[config.mk]
export PLATFORM = sky130hd
export DESIGN_NAME = note_tone_gen
export DESIGN_NICKNAME = d
export VERILOG_FILES = /design/src/rtl/note_tone_gen.sv
export SDC_FILE = /design/constraint.sdc
export NUM_CORES = 1
export LEC_CHECK = 0
export CORE_MARGIN = 3
export CORE_UTILIZATION = 38
export DETAILED_ROUTE_END_ITERATION = 10
export HOLD_SLACK_MARGIN = 0.02
export PLACE_DENSITY = 0.53
export RECOVER_POWER = 100
export SYNTH_ARGS = -nofsm -noshare
export SYNTH_HDL_FRONTEND = slang
export SYNTH_SLANG_ARGS = --single-unit
[constraint.sdc]
create_clock -name clk -period 2.9 [get_ports clk]
set_clock_uncertainty 0.05 [all_clocks]
set_input_delay 0.29 -clock clk [delete_from_list [all_inputs] [get_ports clk]]
set_output_delay 0.29 -clock clk [all_outputs]
set_load 0.01 [all_outputs]
[src/rtl/note_tone_gen.sv]
// Multi-channel note-to-square-wave generator: note/octave codes map to half-period dividers,
// each channel runs an IDLE/PLAY/RELEASE FSM with boundary-aligned pitch changes and a release tail.
module note_tone_gen #(
    parameter int unsigned NUM_CH   = 2,
    parameter int unsigned CLK_HZ   = 100_000_000,
    parameter int unsigned DIV_W    = 22,
    parameter int unsigned HOLD_CYC = 5_000_000
) (
    input  logic                      clk,
    input  logic                      rst,
    input  logic                      stop,
    input  logic [4*NUM_CH-1:0]       note,
    input  logic [2*NUM_CH-1:0]       octave,
    output logic [NUM_CH-1:0]         tone_out,
    output logic [NUM_CH-1:0]         active,
    output logic [DIV_W*NUM_CH-1:0]   cur_div
);

    localparam int unsigned HOLD_W = (HOLD_CYC > 0) ? $clog2(HOLD_CYC + 1) : 1;

    typedef enum logic [1:0] {
        IDLE    = 2'd0,
        PLAY    = 2'd1,
        RELEASE = 2'd2
    } state_t;

    function automatic int unsigned calc_base(input int unsigned freq_hz);
        return CLK_HZ / (2 * freq_hz) - 1;
    endfunction

    localparam int unsigned BASE_C_FULL = calc_base(262);

    // Index 0 and 13..15 are key-up codes and never loaded.
    localparam logic [DIV_W-1:0] BASE [16] = '{
        '0,
        DIV_W'(calc_base(262)), DIV_W'(calc_base(277)), DIV_W'(calc_base(294)),
        DIV_W'(calc_base(311)), DIV_W'(calc_base(330)), DIV_W'(calc_base(349)),
        DIV_W'(calc_base(370)), DIV_W'(calc_base(392)), DIV_W'(calc_base(415)),
        DIV_W'(calc_base(440)), DIV_W'(calc_base(466)), DIV_W'(calc_base(494)),
        '0, '0, '0
    };

    if (64'(BASE_C_FULL) >= (64'd1 << DIV_W)) begin : g_div_w_check
        $error("note_tone_gen: DIV_W too narrow for lowest note divider");
    end

    for (genvar i = 0; i < NUM_CH; i++) begin : g_ch
        state_t              state_q, state_d;
        logic [DIV_W-1:0]    cnt_q, cnt_d;
        logic [DIV_W-1:0]    div_q, div_d;
        logic [HOLD_W-1:0]   hold_q, hold_d;
        logic [3:0]          lat_note_q, lat_note_d;
        logic [1:0]          lat_oct_q, lat_oct_d;
        logic                tone_q, tone_d;
        logic                active_q, active_d;

        logic [3:0]          n_c;
        logic [1:0]          o_c;
        logic                valid_c;
        logic                boundary_c;
        logic [DIV_W-1:0]    new_div_c;

        assign n_c        = note[4*i +: 4];
        assign o_c        = octave[2*i +: 2];
        assign valid_c    = (n_c >= 4'd1) && (n_c <= 4'd12);
        assign boundary_c = (cnt_q == div_q);
        assign new_div_c  = BASE[n_c] >> o_c;

        // Next-state and next-output logic.
        always_comb begin
            state_d    = state_q;
            cnt_d      = cnt_q;
            div_d      = div_q;
            hold_d     = hold_q;
            lat_note_d = lat_note_q;
            lat_oct_d  = lat_oct_q;
            tone_d     = tone_q;

            case (state_q)
                IDLE: begin
                    if (valid_c) begin
                        state_d    = PLAY;
                        div_d      = new_div_c;
                        lat_note_d = n_c;
                        lat_oct_d  = o_c;
                        cnt_d      = '0;
                    end
                end
                PLAY: begin
                    if (boundary_c) begin
                        cnt_d  = '0;
                        tone_d = ~tone_q;
                        if (valid_c && ((n_c != lat_note_q) || (o_c != lat_oct_q))) begin
                            div_d      = new_div_c;
                            lat_note_d = n_c;
                            lat_oct_d  = o_c;
                        end
                    end else begin
                        cnt_d = cnt_q + DIV_W'(1);
                    end
                    if (!valid_c) begin
                        if (HOLD_CYC != 0) begin
                            state_d = RELEASE;
                            hold_d  = HOLD_W'(HOLD_CYC);
                        end else begin
                            state_d = IDLE;
                            cnt_d   = '0;
                            tone_d  = 1'b0;
                            div_d   = '0;
                            hold_d  = '0;
                        end
                    end
                end
                RELEASE: begin
                    hold_d = hold_q - HOLD_W'(1);
                    if (boundary_c) begin
                        cnt_d  = '0;
                        tone_d = ~tone_q;
                    end else begin
                        cnt_d = cnt_q + DIV_W'(1);
                    end
                    // Re-press restarts the half-period at the new pitch, level untouched.
                    if (valid_c) begin
                        state_d    = PLAY;
                        div_d      = new_div_c;
                        lat_note_d = n_c;
                        lat_oct_d  = o_c;
                        cnt_d      = '0;
                        tone_d     = tone_q;
                        hold_d     = '0;
                    end else if (hold_q == HOLD_W'(1)) begin
                        state_d = IDLE;
                        cnt_d   = '0;
                        tone_d  = 1'b0;
                        div_d   = '0;
                        hold_d  = '0;
                    end
                end
                default: begin
                    state_d = IDLE;
                    cnt_d   = '0;
                    tone_d  = 1'b0;
                    div_d   = '0;
                    hold_d  = '0;
                end
            endcase

            if (stop) begin
                state_d    = IDLE;
                cnt_d      = '0;
                tone_d     = 1'b0;
                div_d      = '0;
                hold_d     = '0;
                lat_note_d = '0;
                lat_oct_d  = '0;
            end

            active_d = (state_d != IDLE);
        end

        always_ff @(posedge clk) begin
            if (rst) begin
                state_q    <= IDLE;
                cnt_q      <= '0;
                div_q      <= '0;
                hold_q     <= '0;
                lat_note_q <= '0;
                lat_oct_q  <= '0;
                tone_q     <= 1'b0;
                active_q   <= 1'b0;
            end else begin
                state_q    <= state_d;
                cnt_q      <= cnt_d;
                div_q      <= div_d;
                hold_q     <= hold_d;
                lat_note_q <= lat_note_d;
                lat_oct_q  <= lat_oct_d;
                tone_q     <= tone_d;
                active_q   <= active_d;
            end
        end

        assign tone_out[i]               = tone_q;
        assign active[i]                 = active_q;
        assign cur_div[DIV_W*i +: DIV_W] = div_q;
    end

endmodule

==> metrics.md, run 1 <==
| Metric | Value |
|---|---|
| CTS Buf Count | `17` |
| H-tree levels | `4` |
| Final wirelength | `27.4 mm` |
| Core Area | `25300 µm²` |
| CP Launch Type | `flop` |
| Fin. max-slew vios | `0` |
| Crit path largest cell delay | `0.60 ns` |
| Synth top area share | `29.8%` |
| Met1 usage | `27.1%` |
| Total track usage | `19.5%` |
| RSZ-0062 raised after global routing | `false` |
| Synth top area cells | `dfxtp_1 30%, nand2_1 6.1%, mux2i_1 5.5%` |
| Worst slew margin | `65.5%` |
| Seq/Total Area, Yosys | `29.8%` |
| Dpl cell area | `11100 µm²` |
| Pwr/cell area | `463 nW/µm²` |
| Placed insts | `1644` |
| Hold Path Class | `reg2reg` |
| Initial antenna violation count | `0` |
| Clock-pin slew on the worst setup and hold paths | `0.07 ns` |
| Max Freq | `0.371 GHz` |
| CP arrival | `2.96 ns` |
| Async SR Flop Fraction | `0%` |
| Via density | `5.50` |
| Initial core utilization | `38.9%` |
| Die H | `167 µm` |
| Number of diodes | `0` |
| Number of I/O port buffers | `54` |
| Ys Warns | `0` |
| Peak VDD IR | `0.244 mV` |
| Commonest non-fill, non-tap cell in the layout | `nand2_1` |
| Post-CTS Hold Buffers | `0` |
| Met3 GRT Util | `3.87%` |
| Synthesis-stage register bit count | `146` |
| DRT Pass-1 Iters | `5` |
| Cells after Synth | `1257` |
| Count of boundary I/O pins | `63` |
| Dominant synthesized flop cell | `dfxtp_1` |
| Wirelength per Cell | `16.4 µm` |
| CTS tree | `done` |
| Critical Path Fanout Max | `8` |
| Final Non-Filler Cells | `1676` |
| Post-synth EDFFs | `0` |
| Root Buffer | `clkbuf_16` |
| Vias in the first global route | `8494` |
| Post-CTS Repair Setup Buffers | `0` |
| Distinct cells, synth | `80` |
| Row count | `58` |
| Fraction of layout cells with a size suffix above 1 | `11.5%` |
| Area Growth Syn to Fin | `18.0%` |
| WS Path Type | `reg2reg` |
| Yosys top cell by area | `dfxtp_1` |
| First-pass GRT wire length | `45.2 mm` |
| GRT Residual Overflow | `0` |
| Min cycle time layout | `2.70 ns` |
| Power, Total | `0.00537 W` |
| Clock latency on the worst-skew pair | `0.43 ns` |
| Crit path max-delay cell type | `or4_1` |
| Final Cell Area | `11600 µm²` |
| Avg Cell Area, Syn | `7.81 µm²` |
| Status | `complete, no violations` |
| Setup crit end kind | `flop` |
| Maximum clock insertion buffer count | `2` |
| Initial DRC count | `535` |
| Commonest cells after routing, fill and taps aside | `160 x nand2_1, 146 x dfxtp_1, 112 x nor2_1` |
| Period utilization | `92.9%` |
| Synthesized area | `9820 µm²` |
| GRT busiest layer | `met2` |
| Cell family with most CP delay | `simple AND/OR/NAND/NOR gates` |
| CP bufs+invs | `2` |
| DRC Markers | `0` |
| HPWL after detailed placement | `20.2 mm` |
| Nets@finish | `1373` |
| Die area | `27800 µm²` |
| DRT antenna net count | `0` |
| Worst slew pin tran | `0.513 ns` |
| Setup Viol. Count Final | `0` |
| Sink Count | `146` |
| Max-cap violations | `0` |
| Worst EP required | `3.17 ns` |
| Met2 Use GR | `31.5%` |
| Leakage power | `4.43 nW` |
| RePlAce Congestion | `0.847` |
| Die width | `167 µm` |
| Critical path, cell by cell | `or3_1, or4_1, nor3_2, a211oi_4, clkbuf_1, nand3_2, clkbuf_2, o211ai_1` |
| Post_cts resized | `0` |
| Final hold vios | `0` |
| Largest net degree at the start of global routing | `42` |
| Vias post-DR | `9218` |
[path summary, 6_finish.rpt]
check | from | endpoint | slack [ns] | depth (start not counted)
worst max-delay path | g_ch[1].hold_q[16] | g_ch[1].cnt_q[6] | 0.20 | 8
worst min register to register | g_ch[1].hold_q[1] | g_ch[1].hold_q[1] | 0.43 | 2
worst max register to register | g_ch[1].hold_q[16] | g_ch[1].cnt_q[6] | 0.20 | 8
worst min-delay path | g_ch[1].hold_q[1] | g_ch[1].hold_q[1] | 0.43 | 2
[state kept, by name (all words and copies together) (netlist names)]
| name | count |
|---|---|
| g_ch.active_q | 2 |
| g_ch.cnt_q | 44 |
| g_ch.div_q | 36 |
| g_ch.hold_q | 46 |
| g_ch.lat_note_q | 8 |
| g_ch.lat_oct_q | 4 |
| g_ch.state_q | 4 |
| g_ch.tone_q | 2 |
[cells in the mapped netlist (9+ instances only)]
library cell and count:
a21o_1 9, a21oi_1 40, a31oi_1 33, and2_1 13, and3_1 12, buf_2 10, buf_4 13, clkbuf_1 64
dfxtp_1 146, ha_1 25, inv_1 25, mux2i_1 54, nand2_1 160, nand2b_1 24, nand3_1 79, nand3b_1 10
nand4_1 30, nor2_1 113, nor2b_1 11, nor3_1 36, nor4_1 14, o211ai_1 40, o21ai_0 51, o41ai_1 11
or3_1 12, xnor2_1 46, xor2_1 34
[metrics by stage]
stage / hold WS [ns] / util (%) / worst slack (ns) / TNS [ns]
after floorplan: 0.382 / - / 0.385 / 0
after global placement: 0.415 / 44.0 / -0.180 / -1.84
after detailed placement: 0.418 / 44.0 / -0.201 / -4.15
after CTS: 0.429 / 46.2 / 0.273 / 0
after global routing: 0.455 / 45.9 / 0.0258 / 0
final: 0.425 / 45.9 / 0.205 / 0
[kinds of logic (layout without fill, tap and decap cells)]
| logic type | count (synthesis) | after routing | synth area share (%) |
|---|---|---|---|
| other | 1 | 8 | 0.0382 |
| buffers and inverters | 127 | 209 | 5.89 |
| XOR/XNOR | 80 | 80 | 7.14 |
| AND/OR/NAND/NOR | 555 | 555 | 27.9 |
| AO/OA/AOI/OAI | 256 | 256 | 18.2 |
| flip-flops | 146 | 146 | 29.8 |
| multiplexers | 67 | 67 | 7.91 |
| adder cells (fa/ha/maj) | 25 | 25 | 3.19 |
[worst min-delay path, cell delays in order (launching register included)]
cell	delay [ns]
dfxtp_1	0.33
nand2_1	0.06
a21oi_1	0.05
[report_power, final]
| group | leakage (nW) | total (W) | internal (W) | switching, W |
|---|---|---|---|---|
| Combinational | 2.99 | 0.00114 | 0.000474 | 0.000666 |
| Clock | 0.258 | 0.00209 | 0.00113 | 0.000963 |
| Sequential | 1.18 | 0.00213 | 0.00206 | 0.0000692 |
| Total | 4.43 | 0.00537 | 0.00367 | 0.00170 |
[final cells by class]
cell class                      instances  area (µm²)
Inverter                               29         109
Clock inverter                         13         104
Clock buffer                           19         443
Fill cell                            2546       13700
Sequential cell                       146        2920
Multi-Input combinational cell        991        6340
Timing Repair Buffer                  148        1260
Tap cell                              330         413
[per-layer routing]
metal	up-vias	share of wire (%)
met5	-	0
met4	0	0.94
met3	15	4.3
met2	187	47
met1	4331	48
li1	4685	-
Power figures use the tool's default switching activity.
==> run 2: changes to the inputs <==
--- a/config.mk
+++ b/config.mk
@@ -5,6 +5,7 @@
 export SDC_FILE = /design/constraint.sdc
 export NUM_CORES = 1
 export LEC_CHECK = 0
+export CORE_ASPECT_RATIO = 1.4
 export CORE_MARGIN = 3
 export CORE_UTILIZATION = 38
 export DETAILED_ROUTE_END_ITERATION = 10
==> constraint.sdc (replaced) <==
create_clock -name clk -period 2.9 [get_ports clk]
set_clock_uncertainty 0.05 [all_clocks]
set_input_delay 0.58 -clock clk [delete_from_list [all_inputs] [get_ports clk]]
set_output_delay 0.58 -clock clk [all_outputs]
set_load 0.01 [all_outputs]
==> run 2 against run 1 <==
Compared with the run above: sequential share of layout area fell by 0.50 points; count of clock-buffer cells in the layout did not move; highest routed layer unchanged; clock power rose by 8%; die area barely moved; global-route usage rose by 0.68 points; combinational power barely moved; worst hold slack got worse by 0.0021 ns; critical path depth rose by 2; flip-flop and latch count did not move; routed wire length fell by 0.85%; via count rose by 0.69%.
==> metrics.md, run 2 (same netlist as run 1, synthesis figures left out) <==
| Metric | Value |
|---|---|
| DRC Markers | `0` |
| Final hold vios | `0` |
| Total track usage | `20.1%` |
| Number of diodes | `0` |
| Commonest non-fill, non-tap cell in the layout | `nand2_1` |
| CP arrival | `3.04 ns` |
| Die H | `196 µm` |
| Area Growth Syn to Fin | `20.4%` |
| HPWL after detailed placement | `20.3 mm` |
| CTS tree | `done` |
| WS Path Type | `in2reg` |
| First-pass GRT wire length | `46.0 mm` |
| R2R depth | `8` |
| Final Non-Filler Cells | `1684` |
| Final hold slack | `0.423 ns` |
| Via density | `5.51` |
| Max Freq | `0.359 GHz` |
| Commonest cells after routing, fill and taps aside | `160 x nand2_1, 146 x dfxtp_1, 112 x nor2_1` |
| Initial antenna violation count | `0` |
| Placed insts | `1652` |
| Hold Path Class | `reg2reg` |
| H-tree levels | `4` |
| Die width | `142 µm` |
| Row count | `69` |
| Critical Path Source | `note[4]` |
| Clock-pin slew on the worst setup and hold paths | `0.06 ns` |
| Fin. max-slew vios | `0` |
| Biggest regs | `g_ch.hold_q: 46 flops, g_ch.cnt_q: 44 flops, g_ch.div_q: 36 flops` |
| Maximum clock insertion buffer count | `2` |
| Fraction of layout cells with a size suffix above 1 | `13.8%` |
| Initial core utilization | `38.7%` |
| Number of I/O port buffers | `54` |
| Crit path to | `g_ch[1].active_q` |
| Largest net degree at the start of global routing | `54` |
| CTS Buf Count | `17` |
| Die area | `27800 µm²` |
| Initial DRC count | `488` |
| Pwr/cell area | `469 nW/µm²` |
| CP Launch Type | `input pin` |
| Flop2flop setup slack | `0.22 ns` |
| Min cycle time layout | `2.78 ns` |
| Peak VDD IR | `0.407 mV` |
| Critical Path Fanout Max | `14` |
| Crit Reg-Reg Startpoint | `g_ch[1].hold_q[16]` |
| Largest register by flop count | `g_ch.hold_q` |
| Power, Total | `0.00555 W` |
| Sink Count | `146` |
| Period utilization | `96.0%` |
| Final core occ | `46.6%` |
| DRT antenna net count | `0` |
| Nets@finish | `1392` |
| Worst slew pin tran | `0.563 ns` |
| Worst slew margin | `62.5%` |
| Wirelength per Cell | `16.2 µm` |
| GRT Residual Overflow | `0` |
| DRT Pass-1 Iters | `5` |
| Vias in the first global route | `8950` |
| Final wirelength | `27.2 mm` |
| Setup Viol. Count Final | `0` |
| RePlAce Congestion | `0.855` |
| Post-CTS Repair Setup Buffers | `0` |
| Number of flip-flops under the largest register name | `46` |
| Vias post-DR | `9282` |
| Dpl cell area | `11300 µm²` |
| RSZ-0062 raised after global routing | `false` |
| Worst EP required | `3.16 ns` |
| Core Area | `25400 µm²` |
| Worst R2R End | `g_ch[1].cnt_q[16]` |
| Leakage power | `4.60 nW` |
| Count of boundary I/O pins | `63` |
| Max-cap violations | `0` |
| Clock latency on the worst-skew pair | `0.44 ns` |
| Status | `complete, no violations` |
| Final Cell Area | `11800 µm²` |
| Setup crit end kind | `flop` |
| Root Buffer | `clkbuf_16` |
==> run 2: power by group <==
part	switching [W]	internal, W
Clock	0.000935	0.00133
Combinational	0.000662	0.000499
Sequential	0.0000621	0.00207
Total	0.00166	0.00389
==> run 2: worst min path at each step <==
stage	start	endpoint	cells after the start
5_1_grt	g_ch[1].hold_q[14]	g_ch[1].hold_q[14]	2
3_3_place_gp	g_ch[1].hold_q[1]	g_ch[1].hold_q[1]	2
4_1_cts	g_ch[1].hold_q[1]	g_ch[1].hold_q[1]	2
2_1_floorplan	g_ch[1].hold_q[15]	g_ch[1].hold_q[15]	2
6_report	g_ch[1].hold_q[1]	g_ch[1].hold_q[1]	2
3_5_place_dp	g_ch[1].hold_q[1]	g_ch[1].hold_q[1]	2
==> run 2: area by class of cell <==
| cell class | instances | area (µm²) |
|---|---|---|
| fill | 2523 | 13600 |
| multi-input combinational | 991 | 6350 |
| sequential | 146 | 2920 |
| timing repair buffer | 167 | 1430 |
| clock buffer | 19 | 453 |
| tap | 319 | 399 |
| clock inverter | 13 | 150 |
| inverter | 29 | 109 |
==> run 2: what timing repair did <==
action | CTS | global route
endpoints found under the setup margin | 0 | 70
gates resized for setup | 0 | 4
hold buffers | 0 | 0
==> run 2: stage by stage <==
step	setup TNS [ns]	setup slack (ns)
2_1_floorplan	0	0.0954
3_3_place_gp	-35.66	-0.388
3_5_place_dp	-40.71	-0.404
4_1_cts	0	0.0447
5_1_grt	0	0.00179
6_report	0	0.117
==> run 2: worst max-delay path, cell delays in order <==
cell and delay [ns]:
clkdlybuf4s50_1 0.52, inv_1 0.07, ha_1 0.22, buf_4 0.15, nand3b_1 0.23, buf_4 0.20, a31o_2 0.23, clkbuf_2 0.24
a222oi_1 0.49, o21bai_1 0.10
==> run 2: metal layers <==
layer | GRT usage, % | up-vias | wire [µm]
met5 | 0 | - | 0
met4 | 8.93 | 0 | 1040
met3 | 3.10 | 61 | 775
met2 | 36.0 | 167 | 14000
met1 | 23.5 | 4334 | 11400
li1 | - | 4720 | -
